[src/rtl/m3_stepperiodmeasure.sv]
// rtl/m3_stepperiodmeasure.sv - commutation step period / round period / direction monitor
//
// Watches the 4-bit step index from the motor step generator (0..11 = one
// electrical round, 15 = idle). It measures clocks per step and per 12-step
// round, works out the rotation direction, and flags stall, over-speed and
// illegal step sequences.
//
// Ports:
//   clkI         1 MHz clock
//   nRstI        asynchronous active-low reset
//   stepI        step index from the generator (0..11 valid, 15 idle)
//   clrErrI      clears the sticky seqErrO
//   stepPeriodO  last measured step length in clocks
//   stepValidO   one-cycle pulse when stepPeriodO updates
//   roundPeriodO last measured 12-step round length in clocks
//   roundValidO  one-cycle pulse when roundPeriodO updates
//   dirO         0 = forward (+1), 1 = reverse (-1)
//   trackingO    high while measuring (TRACK)
//   stallO       high while stalled (STALL)
//   overSpeedO   pulses with stepValidO when the period is below PERIOD_MIN
//   seqErrO      sticky illegal-transition flag
module m3_stepperiodmeasure #(
  parameter int                CNT_W      = 22,
  parameter int                ROUND_W    = 26,
  parameter logic [CNT_W-1:0]  PERIOD_MAX = 22'd4000000,
  parameter logic [CNT_W-1:0]  PERIOD_MIN = 22'd40
) (
  input  logic               clkI,
  input  logic               nRstI,
  input  logic [3:0]         stepI,
  input  logic               clrErrI,
  output logic [CNT_W-1:0]   stepPeriodO,
  output logic               stepValidO,
  output logic [ROUND_W-1:0] roundPeriodO,
  output logic               roundValidO,
  output logic               dirO,
  output logic               trackingO,
  output logic               stallO,
  output logic               overSpeedO,
  output logic               seqErrO
);

  typedef enum logic [1:0] {IDLE, SYNC, TRACK, STALL} state_t;

  state_t             state;
  state_t             stateNext;
  logic [3:0]         stepPrev;
  logic [CNT_W-1:0]   cnt;
  logic [ROUND_W-1:0] acc;
  logic [3:0]         stepCnt;

  logic               change;
  logic               isIdle;
  logic               stepLegal;
  logic               prevLegal;
  logic [3:0]         nextUp;
  logic [3:0]         nextDn;
  logic               fwd;
  logic               rev;
  logic               illegal;
  logic               stall;
  logic               matchDir;
  logic               oppDir;
  logic [ROUND_W-1:0] cntExt;

  // Transition decode against the previous sample. fwd/rev are only
  // meaningful from a valid step; from idle or 12..14 neither is asserted.
  always_comb begin
    change    = (stepI != stepPrev);
    isIdle    = (stepI == 4'hF);
    stepLegal = (stepI <= 4'd11);
    prevLegal = (stepPrev <= 4'd11);
    nextUp    = (stepPrev == 4'd11) ? 4'd0 : stepPrev + 4'd1;
    nextDn    = (stepPrev == 4'd0) ? 4'd11 : stepPrev - 4'd1;
    fwd       = change && prevLegal && stepLegal && (stepI == nextUp);
    rev       = change && prevLegal && stepLegal && (stepI == nextDn);
    illegal   = change && !isIdle && !fwd && !rev;
    stall     = !change && (cnt == PERIOD_MAX);
    matchDir  = dirO ? rev : fwd;
    oppDir    = dirO ? fwd : rev;
    cntExt    = ROUND_W'(cnt);
  end

  // State register
  always_ff @(posedge clkI or negedge nRstI) begin
    if (!nRstI) begin
      state <= IDLE;
    end else begin
      state <= stateNext;
    end
  end

  // Next-state logic: idle override first, then illegal, stall, measurement
  always_comb begin
    stateNext = state;
    if (isIdle) begin
      stateNext = IDLE;
    end else begin
      unique case (state)
        IDLE:    if (change && stepLegal) stateNext = SYNC;
        SYNC: begin
          if (illegal)          stateNext = SYNC;
          else if (fwd || rev)  stateNext = TRACK;
          else if (stall)       stateNext = STALL;
        end
        TRACK: begin
          if (illegal)          stateNext = SYNC;
          else if (stall)       stateNext = STALL;
        end
        STALL:   if (change && stepLegal) stateNext = SYNC;
        default: stateNext = IDLE;
      endcase
    end
  end

  // State-decoded outputs
  always_comb begin
    trackingO = (state == TRACK);
    stallO    = (state == STALL);
  end

  // Sampling, step counter and sticky error flag
  always_ff @(posedge clkI or negedge nRstI) begin
    if (!nRstI) begin
      stepPrev <= 4'hF;
      cnt      <= '0;
      seqErrO  <= 1'b0;
    end else begin
      stepPrev <= stepI;
      if (change) begin
        cnt <= CNT_W'(1);
      end else if (cnt < PERIOD_MAX) begin
        cnt <= cnt + CNT_W'(1);
      end
      // a new error beats a simultaneous clear
      if (illegal && (state == SYNC || state == TRACK)) begin
        seqErrO <= 1'b1;
      end else if (clrErrI) begin
        seqErrO <= 1'b0;
      end
    end
  end

  // Measurement datapath
  always_ff @(posedge clkI or negedge nRstI) begin
    if (!nRstI) begin
      acc          <= '0;
      stepCnt      <= '0;
      stepPeriodO  <= '0;
      stepValidO   <= 1'b0;
      roundPeriodO <= '0;
      roundValidO  <= 1'b0;
      dirO         <= 1'b0;
      overSpeedO   <= 1'b0;
    end else begin
      stepValidO  <= 1'b0;
      roundValidO <= 1'b0;
      overSpeedO  <= 1'b0;
      if (isIdle) begin
        acc     <= '0;
        stepCnt <= '0;
      end else begin
        unique case (state)
          IDLE: begin
            acc     <= '0;
            stepCnt <= '0;
          end
          SYNC: begin
            // the step that just ended was only partially observed
            if (!illegal && (fwd || rev)) begin
              dirO    <= rev;
              acc     <= '0;
              stepCnt <= '0;
            end else if (stall) begin
              acc     <= '0;
              stepCnt <= '0;
            end
          end
          TRACK: begin
            if (illegal) begin
              // SYNC clears acc when it locks again
            end else if (stall) begin
              acc     <= '0;
              stepCnt <= '0;
            end else if (matchDir) begin
              stepPeriodO <= cnt;
              stepValidO  <= 1'b1;
              overSpeedO  <= (cnt < PERIOD_MIN);
              if (stepCnt == 4'd11) begin
                roundPeriodO <= acc + cntExt;
                roundValidO  <= 1'b1;
                acc          <= '0;
                stepCnt      <= '0;
              end else begin
                acc     <= acc + cntExt;
                stepCnt <= stepCnt + 4'd1;
              end
            end else if (oppDir) begin
              // reversal: restart the round in the new direction
              dirO    <= rev;
              acc     <= '0;
              stepCnt <= '0;
            end
          end
          STALL: begin
          end
          default: begin
            acc     <= '0;
            stepCnt <= '0;
          end
        endcase
      end
    end
  end

endmodule

[config.mk]
export PLATFORM = sky130hd
export DESIGN_NAME = m3_stepperiodmeasure
export DESIGN_NICKNAME = d
export VERILOG_FILES = /design/src/rtl/m3_stepperiodmeasure.sv
export SDC_FILE = /design/constraint.sdc
export NUM_CORES = 1
export LEC_CHECK = 0
export BUFFER_PORTS_ARGS = -buffer_cell sky130_fd_sc_hd__buf_2
export CAP_MARGIN = 20
export CORE_MARGIN = 5
export CORE_UTILIZATION = 64
export CTS_CLUSTER_SIZE = 24
export DETAILED_ROUTE_END_ITERATION = 6
export GPL_TIMING_DRIVEN = 1
export PLACE_DENSITY = 0.85
export SLEW_MARGIN = 20
export SYNTH_ARGS = -nofsm -noshare
export SYNTH_HDL_FRONTEND = slang
export SYNTH_SLANG_ARGS = --single-unit
[constraint.sdc]
create_clock -name clkI -period 6.7 [get_ports clkI]
set_clock_uncertainty 0.1 [all_clocks]
set_input_delay 0.335 -clock clkI [delete_from_list [all_inputs] [get_ports clkI]]
set_output_delay 0.335 -clock clkI [all_outputs]
set_load 0.005 [all_outputs]
==> results of run 1 <==
power by group through the flow:
stage          Clock (mW)  Sequential (mW)  Combinational (mW)
6_report            0.412            0.693               0.139
5_1_grt             0.451            0.694               0.156
4_1_cts             0.419            0.693               0.140
3_5_place_dp            0            0.706               0.139
3_3_place_gp            0            0.704               0.130
2_1_floorplan           0            0.702               0.100
synth_stat cells, drive strengths merged, types with 4 or more instances:
cell / n
a21o: 10
nand4: 13
nor4: 4
xnor2: 25
o21a: 6
nor3: 5
nand2b: 7
clkbuf: 9
dfrtp: 107
and3: 9
nand3: 17
nand2: 35
or4: 4
and2: 6
a221oi: 4
inv: 24
buf: 14
nor2b: 4
nor2: 47
xor2: 22
a21oi: 26
mux2: 47
dfstp: 4
a22o: 24
o21ai: 25
o31ai: 4
nand3b: 5
ha: 31
area by class of cell:
cell class	instances	area (µm²)	area share, %
flip-flops and latches	111	2780	40.7
well taps	133	166	2.43
inverters	24	90.1	1.32
clock inverters	2	38.8	0.567
repair buffers	67	360	5.27
multi-input cells	429	3240	47.4
clock buffers	14	163	2.38
cells in the final DEF, fill, tap and decap left out, drive strengths merged, types with 5 or more instances in the layout:
cell type / n
dfrtp: 107
buf: 64
nor2: 47
mux2: 47
nand2: 35
ha: 31
a21oi: 26
xnor2: 25
o21ai: 25
inv: 24
a22o: 24
xor2: 22
nand3: 17
clkbuf: 14
nand4: 13
a21o: 10
and3: 9
nand2b: 7
and2: 6
o21a: 6
nor3: 5
nand3b: 5
worst max path at each step:
stage | slack, ps | cells past startpoint | start | endpoint
6_report | 2730 | 10 | stepI[0] | stepCnt[2]
5_1_grt | 2490 | 10 | stepI[0] | acc[1]
4_1_cts | 2740 | 8 | stepI[0] | stepCnt[2]
3_5_place_dp | 2790 | 8 | stepPrev[0] | stepCnt[2]
3_3_place_gp | 2950 | 6 | stepPrev[0] | stepCnt[2]
2_1_floorplan | 3500 | 10 | stepPrev[2] | roundPeriodO[10]
stage by stage:
| step | area, µm² | hold slack [ps] | util [%] | instances | setup WS, ps |
|---|---|---|---|---|---|
| 6_report | 6840 | 20.6 | 71.0 | 780 | 2730 |
| 5_1_grt | 6840 | 22.0 | 71.0 | 780 | 2490 |
| 4_1_cts | 6840 | 12.3 | 71.0 | 780 | 2740 |
| 3_5_place_dp | 6610 | 243 | 68.6 | 761 | 2790 |
| 3_3_place_gp | 6610 | 234 | 68.6 | 761 | 2950 |
| 2_1_floorplan | 6250 | -60.6 | - | 587 | 3500 |
registers in the layout, indices dropped and copies added, names as in the netlist:
| name | count |
|---|---|
| stepPrev | 4 |
| stepPeriodO | 22 |
| acc | 26 |
| cnt | 22 |
| seqErrO | 1 |
| stepCnt | 4 |
| dirO | 1 |
| roundValidO | 1 |
| stepValidO | 1 |
| roundPeriodO | 26 |
| overSpeedO | 1 |
| state | 2 |
kinds of logic (layout without fill, tap and decap cells):
group,Yosys count,count (layout),synth area share (%)
XOR/XNOR,47,47,6.58
buffers and inverters,47,107,3.72
AO/OA/AOI/OAI,132,132,14.8
flip-flops,111,111,44.5
AND/OR/NAND/NOR,168,168,13.9
multiplexers,50,50,10.0
adder cells (fa/ha/maj),32,32,6.52
critical path: cells and delay by family:
family	cells	cell delay, ps
buffers and inverters	2	690
AOI/OAI and AO/OA	3	940
xor gates and xnor gates	1	220
and+or+nand+nor	4	1950
metal layers:
layer	up-vias	wire, µm	share of wire, %
met4	0	219	1.6
met2	155	6830	50
met1	2393	6050	44
li1	2249	-	-
met3	19	665	4.8
met5	-	0	0
==> metrics, run 1 <==
FF-to-FF Start=stepPrev[0]; Max Clock Freq=~250 MHz; post-CTS sizing=0; Post-synth top flop=dfrtp_1; met2 Use GR=just over 40%; Worst Path Max Fanout=27; total number of vias=4816; Gate power share=about 11%; Fillers=around 740; Final #Nets=roughly 700; reg-to-reg critical path endpoint=stepCnt[2]; maximum vdd drop=about 0.095 mV; area delta synth->final=9.45%; Synth async-reset ratio=100%; switching pwr=approximately 0.32 mW; r2r setup slk=between 2000 and 3000 ps; outcome=finished clean; Final min period=3970 ps; hold path depth=1; Iter 0 DRT Violations=between 300 and 400; Final Hold Fails=0; met1 usage=33.7%; Worst Setup Start Kind=input pin; number of global-route vias before repair=~4800; Synth area leader=dfrtp_1; slowest cell delay on critical path=just under 800 ps; hpwl dp=~10000 µm; Reg clk slew, reported paths=roughly 90 ps; TritonRoute pass-1 iters=5; ANT nets after route=0; Syn Nets=626; final number of max-transition violations=0; Max-Cap Viols=0; Least-Margin Pin Slew=about 1000 ps; CTS root buf=clkbuf_8; most used routing layer=met2; final wirelength=between 10000 and 15000 µm; largest cells by area after synthesis=dfrtp_1, ha_1, mux2_2; ant diodes=0; Vias/cell=6.17; gr usage total=between 20% and 30%; Clock power frac=about 33%; endpoint type of the worst setup path=register; number of library cell types mapped by synthesis=64; H-tree Lvls=3; CTS max path bufs=2; worst hold endpoint=stepPrev[3]; CP required=between 6000 and 7000 ps; DRC errors left=0; critical path's slowest cell=or4_1; die area=roughly 0.012 mm²; CTS tree=built; Switching Share=25.9%; first-pass GRT wire length=23400 µm; area share of the largest cell type after synthesis=42.8%; Die W=109 µm; share of layout cells above drive strength 1=a little over a fifth; PwrDens=182 mW/mm²; pin count of the biggest net entering global routing=71; post-synthesis sequential area ratio=44.5%; top-level I/O count=between 60 and 70; FP Rows=36; core area=roughly 0.0096 mm²; postcts setup bufs=0; met3 Use GR=3.32%; chip height=109 µm; Syn Area/Cell=approximately 11 µm²; EDFF count, synth=0; worst hold start=stepI[3]; mapped cell area=0.00625 mm²; Ys Warns=0; leakage=3.41 nW; initial antenna violation count=0; Avg WL per Cell=approximately 18 µm; gp weighted congestion=0.967; setup violators final=0; Reg power frac=55.7%; min-delay worst type=in -> reg; clk sink count=~110; reg2reg path depth=8; final worst path period share=about three fifths; Synth Instances=~590; unrepaired setup endpoints after global routing=false; worst skew pair latency=around 380 ps; Setup TNS=0 ps; Starting Density=around 65%; Port Buf Inserts=slightly above 60; Pint=0.920 mW; hold buffer count at CTS=3; gr ovfl total=0; flops & latches, synth=between 100 and 150; Power Total=about 1.2 mW; CP Class=in -> reg; CP Data Arrival Time=4150 ps; total CTS buffers=9; critical path, cell by cell=dlygate4sd3_1, buf_2, xor2_1, or4_1, nand3_1, nor4b_1, a21oi_1, a31o_2, and2_1, a221o_1; Slew HR=between 30 and 40%
Power figures use the tool's default switching activity.
==> run 2, diff against run 1 <==
--- a/config.mk
+++ b/config.mk
@@ -8,11 +8,11 @@
 export BUFFER_PORTS_ARGS = -buffer_cell sky130_fd_sc_hd__buf_2
 export CAP_MARGIN = 20
 export CORE_MARGIN = 5
-export CORE_UTILIZATION = 64
+export CORE_UTILIZATION = 60
 export CTS_CLUSTER_SIZE = 24
 export DETAILED_ROUTE_END_ITERATION = 6
 export GPL_TIMING_DRIVEN = 1
-export PLACE_DENSITY = 0.85
+export PLACE_DENSITY = 0.81
 export SLEW_MARGIN = 20
 export SYNTH_ARGS = -nofsm -noshare
 export SYNTH_HDL_FRONTEND = slang
==> constraint.sdc (replaced) <==
create_clock -name clkI -period 3.8 [get_ports clkI]
set_clock_uncertainty 0.1 [all_clocks]
set_input_delay 0.19 -clock clkI [delete_from_list [all_inputs] [get_ports clkI]]
set_output_delay 0.19 -clock clkI [all_outputs]
set_load 0.005 [all_outputs]
==> run 2 against run 1 <==
Effect of this change:
- worst hold slack gained 210 ps
- utilization shrank 2.8 points
- non-clock buffer count grew 16
- clock power grew 70%
- sequential cell count is the same
- count of clock-buffer cells in the layout is the same
- highest routed layer unchanged
- cell count grew 2.4%
- design area grew 1.9%
- first-iteration DRC count shrank 10%
- global-route usage shrank 1.4 points
- routed wire length grew 5.5%
- die area grew 6.0%
==> metrics, run 2 (synthesis gave the netlist of run 1 again) <==
outcome=finished clean; r2r setup slk=440 ps (-2310 ps); endpoint type of the worst setup path=register; Worst Setup Start Kind=register; pin count of the biggest net entering global routing=44 (-38%); ant diodes=0 (unchanged); Final #Nets=697 (+2.3%); Least-Margin Pin Slew=720 ps (-318 ps); setup ws final=439 ps (-2290 ps); CP Class=reg -> reg; Gate power share=12.6% (+1.4 points); total CTS buffers=9 (unchanged); post-place setup slack=484 ps (-2300 ps); Finished Core Util=68.2% (-2.8 points); Max-Cap Viols=0 (unchanged); unrepaired setup endpoints after global routing=false; Regs by FF count=acc x26, roundPeriodO x26; gr usage total=23.4% (-1.4 points); Die W=112 µm (+3.0%); first-pass GRT wire length=24300 µm (+4.0%); Port Buf Inserts=61 (unchanged); fin cells=799 (+2.4%); setup violators final=0 (unchanged); Pint=1.62 mW (+76%); TritonRoute pass-1 iters=5 (unchanged); Clock power frac=31.9% (-1.2 points); reg2reg path depth=11 (+3); clk sink count=111 (unchanged); chip height=112 µm (+3.0%); Reg clk slew, reported paths=100 ps (about the same); top-level I/O count=62 (unchanged); commonest cells after routing, fill and taps aside=dfrtp_1, buf_2, nor2_1; CTS max path bufs=2 (unchanged); core area=0.0102 mm² (+6.1%); total number of vias=4926 (+2.3%); CTS tree=built; area delta synth->final=11.5%; CTS root buf=clkbuf_8; gr ovfl total=0 (unchanged); final worst path period share=88.4%; min-delay worst type=in -> async; Final min period=3360 ps; Setup TNS=0 ps (unchanged); Slew HR=51.9% (+21 points); placed cells=777 (+2.1%); FF-to-FF Start=cnt[0]; Reg power frac=55.5% (-0.2 points); share of layout cells above drive strength 1=22.3% (+1.3 points); hpwl dp=10600 µm (+6.1%); worst skew pair latency=370 ps (about the same); PwrDens=315 mW/mm² (+74%); Final Hold Fails=0 (unchanged); Vias/cell=6.17 (-0.15%); number of global-route vias before repair=4999 (+5.1%); die area=0.0126 mm² (+6.0%); CP required=3970 ps (-2900 ps); H-tree Lvls=3 (unchanged); commonest non-fill, non-tap cell in the layout=dfrtp_1; gp weighted congestion=0.895 (-7.4%); final number of max-transition violations=0 (unchanged); Switching Share=26.3% (+0.33 points); leakage=3.48 nW (+2.2%); Avg WL per Cell=18.2 µm (+2.9%); switching pwr=0.578 mW (+79%); FP Rows=37 (+2.8%); ANT nets after route=0 (unchanged); final wirelength=14500 µm (+5.5%); Max Clock Freq=298 MHz; maximum vdd drop=0.186 mV (+97%); initial antenna violation count=0 (unchanged); Starting Density=61.1% (-3.8 points); Worst Path Max Fanout=6 (-78%); CP Data Arrival Time=3530 ps (-620 ps); DRC errors left=0 (unchanged); reg-to-reg critical path endpoint=roundPeriodO[18]; Iter 0 DRT Violations=302 (-10%)
-- run 2: changes by cell type in the layout (fill, tap and decap cells not counted), sizes merged --
cell         before  now
buf              64   77
dlygate4sd3       3    6
-- run 2: cell type report --
class                      instances  area, µm²
tap                              136        170
fill                             762       3260
sequential                       111       2780
clock buffer                      14        153
multi-input combinational        429       3240
inverter                          24       90.1
clock inverter                     2       35.0
timing repair buffer              83        500
-- run 2: per-stage QoR --
| step | hold slack (ps) | power [mW] | area [µm²] |
|---|---|---|---|
| after CTS | 240 | 2.21 | 6970 |
| after floorplan | -206 | 1.41 | 6250 |
| after global placement | 97.4 | 1.50 | 6730 |
| after detailed placement | 105 | 1.51 | 6730 |
| final | 231 | 2.20 | 6970 |
| after global routing | 279 | 2.30 | 6970 |
-- run 2: metal layers --
metal  global-route usage [%]  routed length, µm  vias to the layer above
met4                     8.73                344                        0
met2                     38.3               6960                      181
met3                     4.04                796                       33
li1                         -                  -                     2273
met1                     31.4               6420                     2439
met5                        0                  0                        -
-- run 2: timing repair --
action                                 CTS  global route
endpoints found under the hold margin   40             0
hold buffers                             6             0
resized for setup                        0             0
buffers inserted                         0             0
setup endpoints to repair                0             0
-- run 2: power by group through the flow --
stage | clock network, mW | logic (mW) | registers [mW]
finish | 0.701 | 0.278 | 1.22
global route | 0.776 | 0.303 | 1.22
CTS | 0.720 | 0.275 | 1.22
detailed placement | 0 | 0.270 | 1.24
global placement | 0 | 0.257 | 1.24
floorplan | 0 | 0.176 | 1.24
-- run 2: critical path, stage by stage (launching register included) --
cell	delay (ps)
dfrtp_1	450
ha_1	240
inv_1	80
fa_1	210
nor2b_1	70
o31a_1	270
o32ai_1	650
o21a_1	280
o21ai_0	150
a221oi_1	350
xnor2_1	130
mux2_4	270
-- run 2: worst max-delay path by stage --
stage          depth (start not counted)          endpoint  slack [ps]        start
6_report                              11  roundPeriodO[18]         440       cnt[0]
5_1_grt                               11  roundPeriodO[18]         220       cnt[0]
4_1_cts                               11  roundPeriodO[18]         460       cnt[0]
3_5_place_dp                          11  roundPeriodO[18]         480       cnt[0]
3_3_place_gp                           9  roundPeriodO[18]         610       cnt[2]
2_1_floorplan                         10  roundPeriodO[10]         600  stepPrev[2]
